===== config.mk =====
export PLATFORM = sky130hd
export DESIGN_NAME = inst_mem_responder
export DESIGN_NICKNAME = d
export VERILOG_FILES = /design/src/rtl/inst_mem_responder_pkg.sv /design/src/rtl/inst_mem_responder_array.sv /design/src/rtl/inst_mem_responder.sv
export SDC_FILE = /design/constraint.sdc
export NUM_CORES = 2
export LEC_CHECK = 0
export CAP_MARGIN = 5
export CORE_ASPECT_RATIO = 0.9
export CORE_MARGIN = 2
export CORE_UTILIZATION = 35
export CTS_CLUSTER_SIZE = 10
export DETAILED_ROUTE_END_ITERATION = 8
export PLACE_DENSITY = 0.59
export SKIP_CTS_REPAIR_TIMING = 1
export SLEW_MARGIN = 20
export SYNTH_ARGS = -nofsm -noshare
export SYNTH_HDL_FRONTEND = slang
export SYNTH_HIERARCHICAL = 1
export SYNTH_SLANG_ARGS = --single-unit

===== constraint.sdc =====
create_clock -name clk -period 6.9 [get_ports clk]
set_input_delay 1.035 -clock clk [delete_from_list [all_inputs] [get_ports clk]]
set_output_delay 1.035 -clock clk [all_outputs]
set_load 0.03 [all_outputs]

===== src/rtl/inst_mem_responder_pkg.sv =====
// Shared definitions for the instruction-memory responder: word width,
// FSM encoding and the address legality check used by fetch and load paths.
package inst_mem_responder_pkg;

   localparam int WORD_W = 32;

   typedef enum logic [1:0] {
      IDLE = 2'd0,
      WAIT = 2'd1,
      RESP = 2'd2
   } state_t;

   // A byte address is usable when word aligned and its word index lies inside the array.
   function automatic logic word_ok(input logic [WORD_W-1:0] a, input int depth);
      logic [WORD_W-1:0] lim;
      logic [WORD_W-1:0] idx;
      lim = depth;
      idx = {2'b00, a[WORD_W-1:2]};
      return (a[1:0] == 2'b00) && (idx < lim);
   endfunction

endpackage


===== src/rtl/inst_mem_responder_array.sv =====
// Instruction storage: one synchronous write port, one synchronous read port,
// write-first on a same-word collision. Only the read register is reset.
module inst_mem_array
   import inst_mem_responder_pkg::*;
#(
   parameter int DEPTH = 64,
   parameter int AW    = (DEPTH > 1) ? $clog2(DEPTH) : 1
) (
   input  logic              clk,
   input  logic              rst,
   input  logic              we,
   input  logic [AW-1:0]     waddr,
   input  logic [WORD_W-1:0] wdata,
   input  logic              re,
   input  logic              rclr,
   input  logic [AW-1:0]     raddr,
   output logic [WORD_W-1:0] rdata
);

   logic [WORD_W-1:0] mem [DEPTH];

   always_ff @(posedge clk) begin
      if (we) mem[waddr] <= wdata;
   end

   // rdata holds between reads, so it doubles as the responder's instruction register.
   always_ff @(posedge clk or posedge rst) begin
      if (rst) begin
         rdata <= '0;
      end else if (re) begin
         rdata <= (we && (waddr == raddr)) ? wdata : mem[raddr];
      end else if (rclr) begin
         rdata <= '0;
      end
   end

endmodule


===== src/rtl/inst_mem_responder.sv =====
// Instruction-fetch responder: accepts a fetch, waits WAIT_CYCLES, then returns
// one word (or an error) with a single-cycle valid pulse. Program load is independent.
//
//   state | meaning
//   IDLE  | no fetch outstanding, ready for req
//   WAIT  | fetch accepted, counting down wait states, busy
//   RESP  | valid/instruction/err presented for one cycle, ready for back-to-back req
module inst_mem_responder
   import inst_mem_responder_pkg::*;
#(
   parameter int WAIT_CYCLES = 2,
   parameter int DEPTH       = 64
) (
   input  logic              clk,
   input  logic              rst,
   input  logic              req,
   input  logic [WORD_W-1:0] addr,
   input  logic              flush,
   input  logic              ld_en,
   input  logic [WORD_W-1:0] ld_addr,
   input  logic [WORD_W-1:0] ld_data,
   output logic              rdy,
   output logic              busy,
   output logic              valid,
   output logic [WORD_W-1:0] instruction,
   output logic              err
);

   localparam int          AW       = (DEPTH > 1) ? $clog2(DEPTH) : 1;
   localparam logic [3:0]  CNT_LOAD = 4'(WAIT_CYCLES);

   state_t            state;
   logic [3:0]        cnt;
   logic [WORD_W-1:0] addr_q;

   logic              take_req;
   logic              enter_resp;
   logic [WORD_W-1:0] fetch_addr;
   logic              fetch_ok;
   logic              rd_en;
   logic              rd_clr;
   logic              ld_ok;

   // With zero wait states the accepting edge is also the edge entering RESP,
   // so the read must use the live addr rather than the latched copy.
   always_comb begin
      take_req   = (state != WAIT) && req && !flush;
      fetch_addr = (state == WAIT) ? addr_q : addr;
      fetch_ok   = word_ok(fetch_addr, DEPTH);
      enter_resp = !flush &&
                   (((state == WAIT) && (cnt <= 4'd1)) ||
                    (take_req && (WAIT_CYCLES == 0)));
      rd_en      = enter_resp && fetch_ok;
      rd_clr     = enter_resp && !fetch_ok;
      ld_ok      = ld_en && !rst && word_ok(ld_addr, DEPTH);
   end

   always_ff @(posedge clk or posedge rst) begin
      if (rst) begin
         state  <= IDLE;
         cnt    <= '0;
         addr_q <= '0;
         valid  <= 1'b0;
         err    <= 1'b0;
         rdy    <= 1'b1;
         busy   <= 1'b0;
      end else begin
         valid <= 1'b0;
         err   <= 1'b0;
         if (flush) begin
            state <= IDLE;
            cnt   <= '0;
            rdy   <= 1'b1;
            busy  <= 1'b0;
         end else begin
            case (state)
               IDLE, RESP: begin
                  if (req) begin
                     addr_q <= addr;
                     if (enter_resp) begin
                        state <= RESP;
                        cnt   <= '0;
                        valid <= 1'b1;
                        err   <= !fetch_ok;
                        rdy   <= 1'b1;
                        busy  <= 1'b0;
                     end else begin
                        state <= WAIT;
                        cnt   <= CNT_LOAD;
                        rdy   <= 1'b0;
                        busy  <= 1'b1;
                     end
                  end else begin
                     state <= IDLE;
                     rdy   <= 1'b1;
                     busy  <= 1'b0;
                  end
               end
               WAIT: begin
                  if (enter_resp) begin
                     state <= RESP;
                     cnt   <= '0;
                     valid <= 1'b1;
                     err   <= !fetch_ok;
                     rdy   <= 1'b1;
                     busy  <= 1'b0;
                  end else begin
                     cnt <= cnt - 4'd1;
                  end
               end
               default: begin
                  state <= IDLE;
                  cnt   <= '0;
                  rdy   <= 1'b1;
                  busy  <= 1'b0;
               end
            endcase
         end
      end
   end

   inst_mem_array #(
      .DEPTH (DEPTH),
      .AW    (AW)
   ) u_array (
      .clk   (clk),
      .rst   (rst),
      .we    (ld_ok),
      .waddr (ld_addr[AW+1:2]),
      .wdata (ld_data),
      .re    (rd_en),
      .rclr  (rd_clr),
      .raddr (fetch_addr[AW+1:2]),
      .rdata (instruction)
   );

endmodule


### After elaboration in Yosys (flattened, before gate mapping)

Memories as Yosys holds them, arrays and structs flattened.
Index checks and enable logic that the tools add are counted.

| word-level totals | value |
|---|---|
| output and inout bits | 36 |
| memories kept | 1 |
| memory bits (writable) | 2048 |
| register bits after elaboration | 74 |
| bits of input ports | 101 |
| logic and storage cells | 70 |
| latch bits | 0 |
| memory bits (read-only) | 0 |

| cells by class | value |
|---|---|
| add/subtract/negate cells | 1 |
| bitwise logic cells | 1 |
| reductions and logical operators | 18 |
| $mul | 0 |
| muxes and demuxes | 33 |
| equality and inequality tests | 5 |
| order comparisons | 3 |
| shift-type cells | 0 |
| divide/modulo/power cells | 0 |

Memories:

| name | words | width | read ports | clocked after memory_dff | wr ports | RTL line | source |
|---|---|---|---|---|---|---|---|
| u_array.mem | 64 | 32 | 1 | 0 | 1 | inst_mem_responder_array.sv:20 | `logic [WORD_W-1:0] mem [DEPTH];` |

Operators by type and width:

| operator | count |
|---|---|
| two-way mux 32 bit | 4 |
| < comparator 30 x 7 -> 1 bit, second input constant | 2 |
| two-way mux 1 bit | 15 |
| two-way mux 4 bit | 3 |
| two-way mux 2 bit | 5 |
| logical AND 1 bit | 9 |
| case mux 1 bit (2 select lines) | 4 |
| case mux 4 bit (2 select lines) | 1 |
| == test 6 bit | 1 |
| logical NOT 2 bit | 3 |
| inequality test 3 bit, second input constant | 2 |
| less-or-equal comparator 4 x 1 -> 1 bit, second input constant | 1 |
| case mux 2 bit (2 select lines) | 1 |
| subtractor 4 x 1 -> 4 bit, second input constant | 1 |
| logical NOT 1 bit | 3 |
| AND reduction 3 bit | 1 |
| == test 2 x 1 -> 1 bit, second input constant | 1 |
| == test 2 bit, second input constant | 1 |
| nonzero test 2 bit | 1 |
| OR reduction 2 bit | 1 |
| NOT 1 bit | 1 |

### Longest topological paths before layout

| logic depth | value |
|---|---|
| word-level depth | 9 |
| gate-level depth with buffers | 17 |
| mapped depth without buffers | 11 |

### Hierarchy

The synthesis kept the hierarchy.

Modules (own cells, without submodules):

| module | times used | area each (µm²) | seq. area each (µm²) | cells an instance |
|---|---|---|---|---|
| inst_mem_array | 1 | 79756.5 | 62299.8 | 3647 |
| inst_mem_responder | 1 | 1936.9 | 1052.3 | 158 |

### Worst setup path after synthesis

No wires, ideal clock.

| timing path | value |
|---|---|
| path kind | input -> register |
| start | in rst |
| end | mem u_array.mem[48][0] (enable) |
| library setup time | 0.461 ns |
| data required time | 6.439 ns |
| path buffers | 0 |
| setup slack | 2.039 ns |
| arrival time | 4.400 ns |
| stages | 6 |
| cell sequence | nor4b_1 nand4_1 nor2_1 nand3_1 or3_1 nor3_1 |

| between the ends | value |
|---|---|
| cells in the longest elaborated chain, start to end | 5 |

Ends and longest elaborated chain:

| what | RTL line | source |
|---|---|---|
| from (decl) | inst_mem_responder.sv:15 | `input logic rst,` |
| logical NOT 1 bit (no source line) | -- |  |
| logical AND 1 bit (2 in series) | inst_mem_responder.sv:55 | `ld_ok = ld_en && !rst && word_ok(ld_addr, DEPTH);` |
| net ld_ok | inst_mem_responder.sv:42 | `logic ld_ok;` |
| two-way mux 1 bit | inst_mem_responder_array.sv:23 | `if (we) mem[waddr] <= wdata;` |
| two-way mux 1 bit (implied by the code) | inst_mem_responder_array.sv:23 |  |
| to (decl) | inst_mem_responder_array.sv:20 |  |

The timed path passes the listed nets, and every way through them passes these cells.

### Worst setup path after layout

| timing path | value |
|---|---|
| start | reg state[0] |
| end | reg u_array.rdata[20] |

| between the ends | value |
|---|---|
| cells in the longest elaborated chain, start to end | 7 |
| elaborated cells between the ends (all ways) | 16 |
| classes of those cells | order compare (1); eq/ne (2); mux (3); reduce/logical (9); memory (1) |

Ends and longest elaborated chain:

| what | RTL line | source |
|---|---|---|
| from (decl) | inst_mem_responder.sv:32 | `state_t state;` |
| from (signal assigned) | inst_mem_responder.sv:60 | `state <= IDLE;` |
| from (signal assigned) | inst_mem_responder.sv:71 | `state <= IDLE;` |
| from (signal assigned) | inst_mem_responder.sv:81 | `state <= RESP;` |
| == test 2 x 1 -> 1 bit (*) | inst_mem_responder.sv:48 | `fetch_addr = (state == WAIT) ? addr_q : addr;` |
| two-way mux 32 bit (*) | inst_mem_responder.sv:48 |  |
| net fetch_addr[2] | inst_mem_responder.sv:38 | `logic [WORD_W-1:0] fetch_addr;` |
| < comparator 30 x 7 -> 1 bit | inst_mem_responder_pkg.sv:19 | `return (a[1:0] == 2'b00) && (idx < lim);` |
| logical AND 1 bit | inst_mem_responder_pkg.sv:19 |  |
| logical NOT 1 bit | inst_mem_responder.sv:54 | `rd_clr = enter_resp && !fetch_ok;` |
| logical AND 1 bit | inst_mem_responder.sv:54 |  |
| nonzero test 2 bit (no source line) | -- |  |
| to (signal assigned) | inst_mem_responder_array.sv:31 | `rdata <= (we && (waddr == raddr)) ? wdata : mem[raddr];` |
| to (decl) | inst_mem_responder_array.sv:17 | `output logic [WORD_W-1:0] rdata` |

The timed path passes the listed nets; every way through them passes the cells marked *.
A chain may end at the register's enable or synchronous reset.

==> results.cfg <==
[clock_network]
clock_latency_ns = 0.86
clkTransAtPathRegs_ns = 0.05
clock_path_buffers = 3
cts_root_buf = clkbuf_16
cts_buffers = 232
clock_sinks = 2122
htreeDepth = 4
cts_tree = built

[worst_setup_path]
cp.required_ns = 7.63
timing.rr.end = u_array/rdata[20]
max_stage_delay_ns = 0.92
critPathSlowestCell = a221oi_1
reg2regPathDepth = 9
start_kind = flip-flop
path_buf_inv = 1
cp_max_fo = 28
cp_cell_sequence = nor2b_1 > nand2_1 > nand2_4 > buf_4 > mux4_2 > a22o_1 > a221oi_1 > a31oi_1 > or4_1
path_delay_family = simple AND/OR/NAND/NOR gates
reg2reg_from = state[0]
worstSetupPathType = reg2reg
reg2reg_slack_ns = 1.31
cp.arrival_ns = 6.31
endpoint_kind = flip-flop

[global_route]
gr-usage-met2 = 0.279
grt_overflow = 0
grt_pass1_vias = 40500
grt_max_degree = 117
grt_use_met3 = 0.0330
grt_pass1_wl_mm = 315
met1_usage = 0.277
antenna_found_initial = 21
grt.total_usage = 0.186
busiest_layer = met2

[sta]
hold_ws_ns = 0.506
slew_headroom = 0.180
rsz0062_at_grt = false
hold_viol = 0
max_freq_mhz = 179
setup_viol = 0
post-route-min-period_ns = 5.59
clock-skew-final_ns = 0.0552
slew_viol_final = 0
setup_ws_ns = 1.31
finalSetupTns_ns = 0
worst_pin_slew_ns = 1.23
finalCritPeriodShare = 0.810

[power_and_ir_drop]
p_int_uw = 22300
worst_ir_drop_vdd_v = 0.000264
clkPwrFrac = 0.366
p_leak_uw = 0.0299
p_sw_frac = 0.254
p_sw_uw = 7620
power_density_mw_per_mm2 = 317
combinationalPowerShare = 0.159
p_seq_frac = 0.475
power_uw = 30000

[die]
fp-row-count = 168
die_h_microns = 462
initial_utilization = 0.351
dieWidth_microns = 513
die_area_sq_mm = 0.237
design.core.area_sq_mm = 0.232
ios = 137

[logic_synthesis]
synthCells = 3805
synth-main-ff-cell = edfxtp_1
yosysSeqAreaShare = 0.775
synth_nets = 3908
synth_seq_cells = 2122
syn_area_sq_mm = 0.0817
yosys_warnings = 6
ys_types = 58
synth-async-reset-ratio = 0.0349
syn_area_per_cell_sq_um = 21.5
synth_edf_count = 2048

[placed_design]
pre_cts_ws_ns = 1.13
gp_congestion = 0.825
io_buffers = 136
place_hpwl_mm = 128

[detailed_routing]
drt_iter0_markers = 5591
wl_mm = 224
wl_per_cell_microns = 30.5
vias_per_cell = 5.60
drc = 0
firstDrtPassIters = 6
dr_total_vias = 41000
detail-route-antenna-nets = 0

[hold_path]
hold_start = addr_q[17]
holdPathStages = 1
hold_path_class = reg2reg
hold_path_end = addr_q[17]

[final_layout]
nNetsFinal = 4250
final_core_util = 0.406
area_delta_synth_final_pct = 15.7
drive_above_1_share = 0.237

[job]
drv_cap = 0

[run_status]
status = complete, no violations
## how the worst max path moves through the flow
stage,start,endpoint,cells past startpoint,slack (ns)
floorplan,rst,u_array/mem[48][0],6,2.04
global placement,addr[2],u_array/rdata[10],9,0.70
detailed placement,addr[2],u_array/rdata[16],9,1.13
CTS,state[0],u_array/rdata[16],9,1.36
global route,state[0],u_array/rdata[5],9,1.08
finish,state[0],u_array/rdata[20],9,1.31
## state kept, by name (all words and copies together), names as in the netlist
signal         flops
addr_q            32
busy               1
cnt                4
err                1
rdy                1
state              2
u_array/mem     2048
u_array/rdata     32
valid              1
## synthesized netlist by cell type, types with 9 or more instances
master	number	area, sq um
a22o_1	57	499
edfxtp_1	2048	61500
mux2_2	35	394
and2_1	30	188
buf_2	66	330
buf_1	10	37.5
clkbuf_1	107	402
a31oi_1	30	188
nor2b_1	43	269
dfrtp_1	73	1830
mux4_2	408	9190
nand2_1	43	161
a211oi_1	59	443
buf_4	19	143
or4_1	31	233
nand3_1	72	360
a22oi_1	124	931
nor4_1	18	113
a21oi_1	9	45.0
mux2i_1	303	3030
nor3_1	11	55.1
a221oi_1	28	245
nor2_1	83	312
buf_6	14	158
## worst reg2reg max path, delay by kind of cell, from the launching register on
kind                   cells  cell delay, ns
AOI/OAI and AO/OA          3            1.70
buffers and inverters      1            0.63
DFF                        1            0.45
muxes                      1            0.58
and+or+nand+nor            4            2.11
## routing by layer
metal / wire (microns) / up-vias
li1: - / 16700
met1: 97900 / 22100
met2: 102000 / 1986
met3: 18900 / 257
met4: 5220 / 6
met5: 29 / -
## logic make-up (layout without fill, tap and decap cells)
family / after synthesis / count (layout) / share of synthesized area
other cells: 0 / 11 / 0
mux: 746 / 746 / 0.154
simple gates: 369 / 369 / 0.0243
buf+inv: 224 / 671 / 0.0135
fa+ha+maj: 2 / 2 / 0.000306
flops: 2122 / 2122 / 0.775
xor+xnor: 6 / 6 / 0.000643
compound gates: 336 / 336 / 0.0314
## power by group through the flow
stage / Clock (uW) / Sequential [uW] / Combinational [uW]
2_1_floorplan: 0 / 14500 / 3100
3_5_place_dp: 0 / 14500 / 4750
6_report: 11000 / 14200 / 4770
5_1_grt: 11700 / 14200 / 5010
3_3_place_gp: 0 / 14500 / 4720
4_1_cts: 11100 / 14200 / 4760
## cell type report
| type | count | area, sq um |
|---|---|---|
| inverters | 8 | 35.0 |
| clock buffers | 323 | 6180 |
| multi-input cells | 1459 | 17800 |
| fillers | 20200 | 138000 |
| repair buffers | 324 | 2910 |
| diodes | 11 | 27.5 |
| well taps | 3060 | 3830 |
| flip-flops and latches | 2122 | 63400 |
| clock inverters | 16 | 305 |
## cell usage in the layout (no fill, tap or decap), types with 24 or more instances in the layout
cell type	instances
a211oi_1	55
a221oi_1	25
a22o_1	57
a22oi_1	124
a31oi_1	30
and2_1	29
buf_12	24
buf_2	32
buf_4	160
clkbuf_1	89
clkbuf_16	233
clkdlybuf4s50_1	104
dfrtp_1	73
edfxtp_1	2048
mux2_2	35
mux2i_1	303
mux4_2	408
nand2_1	39
nand3_1	72
nor2_4	65
nor2b_1	40
or4_1	31
## metrics by stage
stage          instance area [sq um]  instances
2_1_floorplan                  81700       3805
3_3_place_gp                   87800       6963
3_5_place_dp                   87900       6967
4_1_cts                        94400       7306
5_1_grt                        94500       7317
6_report                       94500       7323
Note: power is estimated with default switching activity, not from simulation.
